File: src/rtl/half_pkg.sv
// Shared binary16 definitions: field layout, special encodings and classification helpers.
package half_pkg;

  localparam int HALF_W        = 16;
  localparam int HALF_EXP_W    = 5;
  localparam int HALF_MANT_W   = 10;
  localparam int HALF_EXP_LSB  = 10;
  localparam int HALF_SIGN_BIT = 15;

  localparam logic [HALF_EXP_W-1:0] HALF_EXP_MAX  = 5'd31;
  localparam logic [HALF_W-1:0]     HALF_POS_ZERO = 16'h0000;
  localparam logic [HALF_W-1:0]     HALF_NEG_ZERO = 16'h8000;
  localparam logic [HALF_W-1:0]     HALF_QNAN     = 16'h7E00;
  localparam logic [HALF_W-1:0]     HALF_POS_INF  = 16'h7C00;

  typedef struct packed {
    logic                   sign;
    logic [HALF_EXP_W-1:0]  exp;
    logic [HALF_MANT_W-1:0] mant;
  } half_t;

  function automatic logic is_nan(input logic [HALF_W-1:0] h);
    return (h[HALF_EXP_LSB +: HALF_EXP_W] == HALF_EXP_MAX) && (h[HALF_MANT_W-1:0] != '0);
  endfunction

  function automatic logic is_inf(input logic [HALF_W-1:0] h);
    return (h[HALF_EXP_LSB +: HALF_EXP_W] == HALF_EXP_MAX) && (h[HALF_MANT_W-1:0] == '0);
  endfunction

endpackage

File: src/rtl/half_stream_activate_if.sv
// Stream, bias-write and result signals of half_stream_activate, with master/slave views.
interface half_stream_activate_if #(
  parameter int BITS    = 16,
  parameter int NEURONS = 10
);
  localparam int IW = $clog2(NEURONS);

  logic            in_valid;
  logic [BITS-1:0] a;
  logic            bias_we;
  logic [IW-1:0]   bias_addr;
  logic [BITS-1:0] bias_data;
  logic            out_valid;
  logic [BITS-1:0] c;
  logic [IW-1:0]   out_index;
  logic            out_last;

  modport master (
    output in_valid, a, bias_we, bias_addr, bias_data,
    input  out_valid, c, out_index, out_last
  );

  modport slave (
    input  in_valid, a, bias_we, bias_addr, bias_data,
    output out_valid, c, out_index, out_last
  );
endinterface

File: src/rtl/half_add.sv
// binary16 adder, round-to-nearest-even, full subnormal support, one registered output stage.
module half_add
  import half_pkg::*;
(
  input  logic        clk,
  input  logic        rstn,
  input  logic [15:0] a,
  input  logic [15:0] b,
  output logic [15:0] c
);

  function automatic logic [3:0] lzc14(input logic [13:0] v);
    logic [3:0] n;
    logic       found;
    n     = 4'd14;
    found = 1'b0;
    for (int i = 13; i >= 0; i--) begin
      if (!found && v[i]) begin
        n     = 4'(13 - i);
        found = 1'b1;
      end
    end
    return n;
  endfunction

  half_t       x, y;
  logic [5:0]  ex, ey, d, e_norm;
  logic [3:0]  dc, lz, sh;
  logic [13:0] mx, my, ay, norm;
  logic [28:0] ext;
  logic [14:0] sum, mag;
  logic [4:0]  e_field;
  logic        rnd, sign;
  logic [15:0] c_next;

  always_comb begin
    // x always carries the larger magnitude so the aligned difference is never negative
    x      = (a[14:0] >= b[14:0]) ? a : b;
    y      = (a[14:0] >= b[14:0]) ? b : a;
    ex     = (x.exp == '0) ? 6'd1 : {1'b0, x.exp};
    ey     = (y.exp == '0) ? 6'd1 : {1'b0, y.exp};
    d      = ex - ey;
    dc     = (d > 6'd15) ? 4'd15 : d[3:0];
    mx     = {x.exp != '0, x.mant, 3'b000};
    my     = {y.exp != '0, y.mant, 3'b000};
    ext    = {my, 15'b0} >> dc;
    ay     = {ext[28:16], ext[15] | (|ext[14:0])};
    sum    = (x.sign ^ y.sign) ? ({1'b0, mx} - {1'b0, ay}) : ({1'b0, mx} + {1'b0, ay});
    lz     = lzc14(sum[13:0]);
    sh     = 4'd0;
    norm   = '0;
    e_norm = ex;
    if (sum[14]) begin
      norm   = {sum[14:2], sum[1] | sum[0]};
      e_norm = ex + 6'd1;
    end else begin
      // normalisation stops at the subnormal boundary
      sh     = ({2'b00, lz} > (ex - 6'd1)) ? 4'(ex - 6'd1) : lz;
      norm   = sum[13:0] << sh;
      e_norm = ex - {2'b00, sh};
    end
    rnd     = norm[2] & (norm[1] | norm[0] | norm[3]);
    e_field = norm[13] ? e_norm[4:0] : 5'd0;
    mag     = {e_field, norm[12:3]} + {14'd0, rnd};
    if (norm[13] && e_norm >= 6'd31) mag = HALF_POS_INF[14:0];
    sign    = (sum == '0) ? (x.sign & y.sign) : x.sign;
    c_next  = {sign, mag};
    if (is_nan(a) || is_nan(b) || (is_inf(a) && is_inf(b) && (a[15] != b[15])))
      c_next = HALF_QNAN;
    else if (is_inf(a))
      c_next = a;
    else if (is_inf(b))
      c_next = b;
  end

  always_ff @(posedge clk or negedge rstn) begin
    if (!rstn) c <= HALF_POS_ZERO;
    else       c <= c_next;
  end

endmodule

File: src/rtl/half_stream_activate.sv
// Per-neuron bias add plus ReLU over a binary16 stream; three stages, no backpressure.
// Define LEAKY_RELU_EN to scale negative sums by 2^-LEAK_SHIFT instead of zeroing them.
module half_stream_activate
  import half_pkg::*;
#(
  parameter int BITS       = 16,
  parameter int NEURONS    = 10,
  parameter int LEAK_SHIFT = 3
) (
  input  logic                    clk,
  input  logic                    rstn,
  half_stream_activate_if.slave   bus
);

  localparam int IW = $clog2(NEURONS);

  logic [BITS-1:0] bias_mem [NEURONS] = '{default: '0};
  logic [BITS-1:0] bias_q;
  logic [IW-1:0]   idx_reg, idx_next;
  logic            s0_valid_reg, s1_valid_reg;
  logic [BITS-1:0] s0_a_reg;
  logic [IW-1:0]   s0_idx_reg, s1_idx_reg;
  logic [15:0]     s1_sum;
  logic            out_valid_reg, out_last_reg;
  logic [BITS-1:0] c_reg;
  logic [IW-1:0]   out_index_reg;

  function automatic logic [15:0] activate(input logic [15:0] s);
    half_t h;
    logic [15:0] r;
    h = s;
    r = s;
    if (h.sign && !is_nan(s)) begin
`ifdef LEAKY_RELU_EN
      if (h.exp == HALF_EXP_MAX)
        r = s;
      else if (int'(h.exp) <= LEAK_SHIFT)
        r = HALF_NEG_ZERO;
      else
        r = {1'b1, h.exp - 5'(LEAK_SHIFT), h.mant};
`else
      r = HALF_POS_ZERO;
`endif
    end
    return r;
  endfunction

  assign idx_next = (idx_reg == IW'(NEURONS - 1)) ? '0 : idx_reg + 1'b1;

  // bias storage survives reset; a same-edge write and read sees the old word
  always_ff @(posedge clk) begin
    if (bus.bias_we && (int'(bus.bias_addr) < NEURONS))
      bias_mem[bus.bias_addr] <= bus.bias_data;
    bias_q <= bias_mem[idx_reg];
  end

  always_ff @(posedge clk or negedge rstn) begin
    if (!rstn) begin
      idx_reg      <= '0;
      s0_valid_reg <= 1'b0;
      s0_a_reg     <= '0;
      s0_idx_reg   <= '0;
      s1_valid_reg <= 1'b0;
      s1_idx_reg   <= '0;
    end else begin
      if (bus.in_valid) idx_reg <= idx_next;
      s0_valid_reg <= bus.in_valid;
      s0_a_reg     <= bus.a;
      s0_idx_reg   <= idx_reg;
      s1_valid_reg <= s0_valid_reg;
      s1_idx_reg   <= s0_idx_reg;
    end
  end

  half_add u_add (
    .clk  (clk),
    .rstn (rstn),
    .a    (s0_a_reg),
    .b    (bias_q),
    .c    (s1_sum)
  );

  always_ff @(posedge clk or negedge rstn) begin
    if (!rstn) begin
      out_valid_reg <= 1'b0;
      c_reg         <= '0;
      out_index_reg <= '0;
      out_last_reg  <= 1'b0;
    end else begin
      out_valid_reg <= s1_valid_reg;
      c_reg         <= s1_valid_reg ? activate(s1_sum) : HALF_POS_ZERO;
      out_index_reg <= s1_valid_reg ? s1_idx_reg : '0;
      out_last_reg  <= s1_valid_reg && (s1_idx_reg == IW'(NEURONS - 1));
    end
  end

  assign bus.out_valid = out_valid_reg;
  assign bus.c         = c_reg;
  assign bus.out_index = out_index_reg;
  assign bus.out_last  = out_last_reg;

endmodule

File: src/flat_wrapper.sv
// flat-port wrapper written by rule: the top's interface ports become plain ports
module half_stream_activate_flat import half_pkg::*;
#(
  parameter int BITS       = 16,
  parameter int NEURONS    = 10,
  parameter int LEAK_SHIFT = 3
)
  (clk, rstn, bus_in_valid, bus_a, bus_bias_we, bus_bias_addr, bus_bias_data, bus_out_valid, bus_c, bus_out_index, bus_out_last);
  half_stream_activate_if #(.BITS(BITS), .NEURONS(NEURONS)) bus_i ();
  input  logic clk;
  input  logic rstn;
  input wire logic [$bits(bus_i.in_valid)-1:0] bus_in_valid;
  input wire logic [$bits(bus_i.a)-1:0] bus_a;
  input wire logic [$bits(bus_i.bias_we)-1:0] bus_bias_we;
  input wire logic [$bits(bus_i.bias_addr)-1:0] bus_bias_addr;
  input wire logic [$bits(bus_i.bias_data)-1:0] bus_bias_data;
  output wire logic [$bits(bus_i.out_valid)-1:0] bus_out_valid;
  output wire logic [$bits(bus_i.c)-1:0] bus_c;
  output wire logic [$bits(bus_i.out_index)-1:0] bus_out_index;
  output wire logic [$bits(bus_i.out_last)-1:0] bus_out_last;
  assign bus_i.in_valid = bus_in_valid;
  assign bus_i.a = bus_a;
  assign bus_i.bias_we = bus_bias_we;
  assign bus_i.bias_addr = bus_bias_addr;
  assign bus_i.bias_data = bus_bias_data;
  assign bus_out_valid = bus_i.out_valid;
  assign bus_c = bus_i.c;
  assign bus_out_index = bus_i.out_index;
  assign bus_out_last = bus_i.out_last;
  half_stream_activate #(.BITS(BITS), .NEURONS(NEURONS), .LEAK_SHIFT(LEAK_SHIFT)) u_core (.clk(clk), .rstn(rstn), .bus(bus_i));
endmodule
File: config.mk
export PLATFORM = sky130hd
export DESIGN_NAME = half_stream_activate_flat
export DESIGN_NICKNAME = d
export VERILOG_FILES = /design/src/rtl/half_pkg.sv /design/src/rtl/half_stream_activate_if.sv /design/src/rtl/half_add.sv /design/src/rtl/half_stream_activate.sv /design/src/flat_wrapper.sv
export SDC_FILE = /design/constraint.sdc
export NUM_CORES = 1
export LEC_CHECK = 0
export ABC_AREA = 1
export ABC_CLOCK_PERIOD_IN_PS = 15210
export CAP_MARGIN = 30
export CORE_AREA = 2 2 177 136
export DETAILED_ROUTE_END_ITERATION = 16
export DIE_AREA = 0 0 179 138
export GPL_TIMING_DRIVEN = 0
export PLACE_DENSITY = 0.89
export SYNTH_ARGS = -nofsm -noshare
export SYNTH_HDL_FRONTEND = slang
export SYNTH_SLANG_ARGS = --single-unit
export TNS_END_PERCENT = 20
File: constraint.sdc
create_clock -name clk -period 15.21 [get_ports clk]
set_input_delay 3.042 -clock clk [delete_from_list [all_inputs] [get_ports clk]]
set_output_delay 3.042 -clock clk [all_outputs]
set_load 0.05 [all_outputs]
### Word-level counts from Yosys, hierarchy flattened

Memories as Yosys holds them, arrays and structs flattened. A register that Yosys moved wholly into a read port is not among the register bits.
Index checks and enable logic that the tools add are counted.

| storage, ports and cells | value |
|---|---|
| flip-flop bits (word level) | 68 |
| output and inout bits | 22 |
| bits in writable memories | 160 |
| memories | 1 |
| word-level logic and storage cells | 139 |

Memories:

| memory | depth | width | read ports | clocked after memory_dff | wr ports | line | text |
|---|---|---|---|---|---|---|---|
| u_core.bias_mem | 10 | 16 | 1 | 1 | 1 | half_stream_activate.sv:17 | `logic [BITS-1:0] bias_mem [NEURONS] = '{default: '0};` |

| cells by class | value |
|---|---|
| reduce and logical (&&, ||, !) cells | 51 |
| shifts and indexed selects | 2 |
| equality and inequality tests | 6 |
| order comparisons | 5 |
| bitwise operators | 7 |
| muxes and demuxes | 48 |
| add/sub/neg operators | 8 |

Operators with widths:

| operator | number |
|---|---|
| 2-to-1 mux 16 bit | 7 |
| 2-to-1 mux 4 bit | 18 |
| 2-to-1 mux 15 bit | 2 |
| nonzero test 10 bit | 3 |
| >> shifter 29 x 4 -> 29 bit | 1 |
| logical AND 1 bit | 24 |
| logical NOT 10 bit | 2 |
| 2-to-1 mux 1 bit | 16 |
| adder 14 x 14 -> 15 bit | 1 |
| adder 15 x 1 -> 15 bit | 1 |
| == test 5 bit (second input constant) | 3 |
| greater-or-equal comparator 15 bit | 1 |
| logical NOT 15 bit | 1 |
| 2-to-1 mux 5 bit | 3 |
| OR reduction 15 bit | 1 |
| subtractor 14 x 14 -> 15 bit | 1 |
| logical NOT 1 bit | 14 |
| 2-to-1 mux 14 bit | 1 |
| << shifter 14 x 4 -> 14 bit | 1 |
| logical NOT 5 bit | 2 |
| nonzero test 5 bit | 2 |
| == test 4 bit (second input constant) | 2 |
| adder 5 x 1 -> 6 bit (second input constant) | 1 |
| greater-or-equal comparator 6 x 5 -> 1 bit (second input constant) | 1 |
| 13 further kinds | 18 |

### Longest topological paths before layout

| depth | value |
|---|---|
| depth after elaboration | 64 |
| gate-level depth with buffers | 96 |
| depth with buffers taken out | 90 |

### Hierarchy

Synthesis repeated with hierarchy kept, for this count alone.

| second synthesis, totals | value |
|---|---|
| cells, all modules | 1727 |
| area, all modules | 14238.7 um^2 |

Modules (own cells, without submodules):

| module | cells an instance | area an instance (um^2) | seq. area each (um^2) | instances |
|---|---|---|---|---|
| half_stream_activate | 721 | 8602.0 | 6426.2 | 1 |
| half_add | 1006 | 5636.7 | 400.4 | 1 |

### Worst setup path before layout

Ideal clock, no wire load.

| path | value |
|---|---|
| path type | flip-flop to flip-flop |
| start | register u_core.s0_a_reg[14] |
| end | register u_core.u_add.c[12] |
| path buffers | 5 |
| stages on the path, launching flop included | 89 |
| arrival | 10.761 ns |
| clock period less this slack | 10.886 ns |
| path slack | 4.324 ns |
| data required time | 15.086 ns |
| path through | dfrtp_1 -> ha_1 -> nand2_2 -> inv_1 -> nand2_1 -> nand3_1 -> nor2_1 -> nand3_2 -> buf_2 -> inv_2 -> clkbuf_1 -> nand2_1 -> o21ai_0 -> nand2_1 -> inv_1 -> nand2_1 -> inv_1 -> nand2_1 -> [53 not listed] -> nor3_1 -> inv_1 -> nand2_1 -> inv_1 -> ha_1 -> or2_2 -> a21oi_1 -> o21bai_1 -> xor2_1 -> inv_1 -> nand3b_1 -> nand3_1 -> a21oi_4 -> inv_2 -> nor2_2 -> nand2_1 -> inv_2 -> nand3_1 |

| between the ends | value |
|---|---|
| cells in the longest elaborated chain, start to end | 64 |
| elaborated cells on any way between the ends | 99 |
| those cells by class | 7 x add/sub; 4 x order compare; 1 x eq/ne; 2 x shift; 41 x mux; 6 x bitwise; 38 x reduce/logical |

RTL lines:

| item | line | text |
|---|---|---|
| from (decl) | half_stream_activate.sv:21 | `logic [BITS-1:0] s0_a_reg;` |
| from (signal assigned) | half_stream_activate.sv:68 | `s0_a_reg <= bus.a;` |
| greater-or-equal comparator 15 bit | half_add.sv:38, half_add.sv:39 |  |
| 2-to-1 mux 16 bit (on tied branches) | half_add.sv:38, half_add.sv:39 |  |
| logical NOT 5 bit (on tied branches) | half_add.sv:40, half_add.sv:41 |  |
| 2-to-1 mux 5 bit (on tied branches) | half_add.sv:40, half_add.sv:41 |  |
| subtractor 5 x 5 -> 6 bit | half_add.sv:42 | `d = ex - ey;` |
| > comparator 6 x 4 -> 1 bit | half_add.sv:43 | `dc = (d > 6'd15) ? 4'd15 : d[3:0];` |
| 2-to-1 mux 4 bit | half_add.sv:43 |  |
| >> shifter 29 x 4 -> 29 bit | half_add.sv:46 | `ext = {my, 15'b0} >> dc;` |
| [48 not listed] | - |  |
| bitwise OR 1 bit (2 in a row) | half_add.sv:62 | `rnd = norm[2] & (norm[1] \| norm[0] \| norm[3]);` |
| bitwise AND 1 bit | half_add.sv:62 |  |
| adder 15 x 1 -> 15 bit | half_add.sv:64 | `mag = {e_field, norm[12:3]} + {14'd0, rnd};` |
| 2-to-1 mux 15 bit | half_add.sv:65 | `if (norm[13] && e_norm >= 6'd31) mag = HALF_POS_INF[14:0];` |
| 2-to-1 mux 16 bit | half_add.sv:72 | `else if (is_inf(b))` |
| 2-to-1 mux 16 bit | half_add.sv:70 | `else if (is_inf(a))` |
| 2-to-1 mux 16 bit * | half_add.sv:68 | `if (is_nan(a) \|\| is_nan(b) \|\| (is_inf(a) && is_inf(b) && (a[15] != b[15])))` |
| via u_core.u_add.c_next[12] | half_add.sv:34 | `logic [15:0] c_next;` |
| to (signal assigned) | half_add.sv:78 | `else c <= c_next;` |
| to (decl) | half_add.sv:9 | `output logic [15:0] c` |

The timed path passes the listed nets; every way through them passes the cells marked *.
A chain may end at the register's enable or synchronous reset.

### Worst setup path after layout

| path | value |
|---|---|
| start | register u_core.s0_a_reg[14] |
| end | register u_core.u_add.c[14] |

Same word-level chain as after synthesis.

==> metrics.yaml <==
crit_arrival_ps: 13930
slew_headroom: 0.404
htree_levels: 1
startpoint_type: "flip-flop"
cp_slowest_stage_delay_ps: 430
antenna_found_initial: 1
syn-cell-area_mm2: 0.0135
overflow: 0
diodes: 0
r2r_end: "u_core.u_add.c[14]$_DFF_PN0_"
clkLatencyLatePin_ps: 540
setup-tns-final_ps: 0
syn_avg_cell_area_um2: 8.72
grt_pass1_wl_um: 59800
synth-main-ff-cell: "edfxtp_1"
gp_congestion: 0.952
fin_skew_ps: 13.6
routed_wl_um: 38300
wl_per_cell_um: 19.4
port_buffers: 61
yosysWarnings: 0
clk_pin_slew_worst_paths_ps: 70
path_max_fanout: 10
cp_slowest_cell: "ha_1"
regMostFlops: "u_core.bias_mem"
clkSinkCount: 244
drv_slew: 0
dieArea_mm2: 0.0247
drv_cap: 0
hp-class: "reg2reg"
root_buffer: "clkbuf_16"
path_delay_family: "simple AND/OR/NAND/NOR gates"
ctsResizeCount: 0
r2r_start: "u_core.s0_a_reg[14]$_DFF_PN0_"
viasPerCell: 6.09
drc_errors: 0
rsz0062_at_grt: "false"
cp_common_cell: "inv_1"
hold_path_depth: 0
io_pins: 62
fin_util: 0.664
worstHoldStart: "u_core.s0_idx_reg[1]$_DFF_PN0_"
layout-drive-gt1-share: 0.0877
cts_buffers: 23
path_class: "reg2reg"
r2r_cells: 88
dp_hpwl_um: 27600
hold-path-endpoint: "u_core.s1_idx_reg[1]$_DFF_PN0_"
largest_register_ffs: 160
finalHoldViolations: 0
path_buf_inv: 23
die-width_um: 179
required_ps: 15600
hold_buffers: 0
ys_ff_latch: 244
reg2reg_slack_ps: 1680
fmax_mhz: 73.9
synth.distinct_cells: 56
track_usage: 0.310
synth_edf_count: 160
coreArea_mm2: 0.0232
syn_to_final_growth_pct: 14.1
first_iter_violations: 1553
min_period_ps: 13530
dr_total_vias: 12000
grt_max_degree: 69
finalCritPeriodShare: 0.890
syn_inst: 1552
start_util: 0.582
final-setup-viol-count: 0
postCtsSetupRepairBufs: 0
rows: 49
syn_nets: 1648
cp-end-kind: "flip-flop"
first_global_vias: 11600
status: "finished clean"
cts_tree: "yes"
ant_nets: 0
ctsLongestPathBuffers: 3
dr.pass1.iters: 6
die_y_um: 138
yosysSeqAreaShare: 0.505
async_flop_share: 0.279
final_nets: 1744
tightest_slew_ps: 894
cell usage in the layout, fill, tap and decap left out, types with 20 or more instances in the layout:
cell               n
nand2_1          313
inv_1            172
edfxtp_1         160
nand3_1          153
nor2_1           146
o21ai_0          143
dfrtp_1           68
clkdlybuf4s50_1   60
ha_1              55
a21oi_1           46
clkbuf_1          37
a221oi_1          25
nand4_1           24
clkbuf_16         23
nand2_2           20
final cells by class:
class / count / area, µm²
sequential: 244 / 6830
inverter: 188 / 706
clock buffer: 31 / 633
tap: 306 / 383
buffer: 52 / 262
timing repair buffer: 71 / 747
multi-input combinational: 1068 / 5770
fill: 1774 / 7800
clock inverter: 11 / 113
stage by stage:
| stage | std cells | cell area (µm²) | hold WS [ps] | worst slack (ps) |
|---|---|---|---|---|
| 2_1_floorplan | 1552 | 13500 | 331 | 4320 |
| 3_3_place_gp | 1919 | 14500 | 334 | 2420 |
| 3_5_place_dp | 1928 | 14700 | 336 | 2070 |
| 4_1_cts | 1970 | 15400 | 347 | 1940 |
| 5_1_grt | 1971 | 15400 | 349 | 475 |
| 6_report | 1971 | 15400 | 345 | 1680 |
how the worst max path moves through the flow:
stage	startpoint	endpoint	slack, ps	depth (start not counted)
3_5_place_dp	u_core.s0_a_reg[14]$_DFF_PN0_	u_core.u_add.c[14]$_DFF_PN0_	2070	88
3_3_place_gp	u_core.s0_a_reg[14]$_DFF_PN0_	u_core.u_add.c[14]$_DFF_PN0_	2420	88
5_1_grt	u_core.s0_a_reg[14]$_DFF_PN0_	u_core.u_add.c[14]$_DFF_PN0_	480	88
6_report	u_core.s0_a_reg[14]$_DFF_PN0_	u_core.u_add.c[14]$_DFF_PN0_	1680	88
4_1_cts	u_core.s0_a_reg[14]$_DFF_PN0_	u_core.u_add.c[14]$_DFF_PN0_	1940	88
2_1_floorplan	u_core.s0_a_reg[14]$_DFF_PN0_	u_core.u_add.c[12]$_DFF_PN0_	4320	88
synth_stat cells (5+ instances only):
| library cell | n | area, µm² |
|---|---|---|
| nor2_4 | 6 | 67.6 |
| o21ai_0 | 143 | 716 |
| nand3_1 | 153 | 766 |
| dfrtp_1 | 68 | 1700 |
| nand3_2 | 7 | 70.1 |
| clkinv_1 | 6 | 22.5 |
| dfxtp_1 | 16 | 320 |
| inv_1 | 172 | 646 |
| xor2_1 | 15 | 131 |
| a221oi_1 | 25 | 219 |
| clkbuf_1 | 33 | 124 |
| buf_4 | 8 | 60.1 |
| a21oi_1 | 46 | 230 |
| nor3_1 | 10 | 50.1 |
| nand4_1 | 24 | 150 |
| nor2_1 | 154 | 578 |
| o21ai_1 | 14 | 70.1 |
| nor4_1 | 9 | 56.3 |
| o2111ai_1 | 7 | 61.3 |
| buf_2 | 5 | 25.0 |
| nand2_2 | 20 | 125 |
| nor2_2 | 9 | 56.3 |
| nand2_1 | 313 | 1170 |
| edfxtp_1 | 160 | 4800 |
| inv_2 | 10 | 37.5 |
| ha_1 | 55 | 688 |
routing by layer:
metal | global-route usage | share of wire | up-vias
met5 | 0 | 0 | -
met4 | 0.0984 | 0.023 | 0
met3 | 0.0630 | 0.12 | 101
met2 | 0.474 | 0.45 | 820
met1 | 0.445 | 0.40 | 5596
li1 | - | - | 5478
cells by family (layout without fill, tap and decap cells):
group                    after synthesis  in the layout  share of synthesized area
AND/OR/NAND/NOR                      727            727                      0.244
AO/OA/AOI/OAI                        265            265                      0.114
flip-flops                           244            244                      0.505
buffers and inverters                240            353                     0.0715
adder cells (fa/ha/maj)               56             56                     0.0523
XOR/XNOR                              20             20                     0.0135
Power is left out: the tool's default activity adds up to more than one toggle a clock period on the data nets, which glitch-free logic cannot reach.
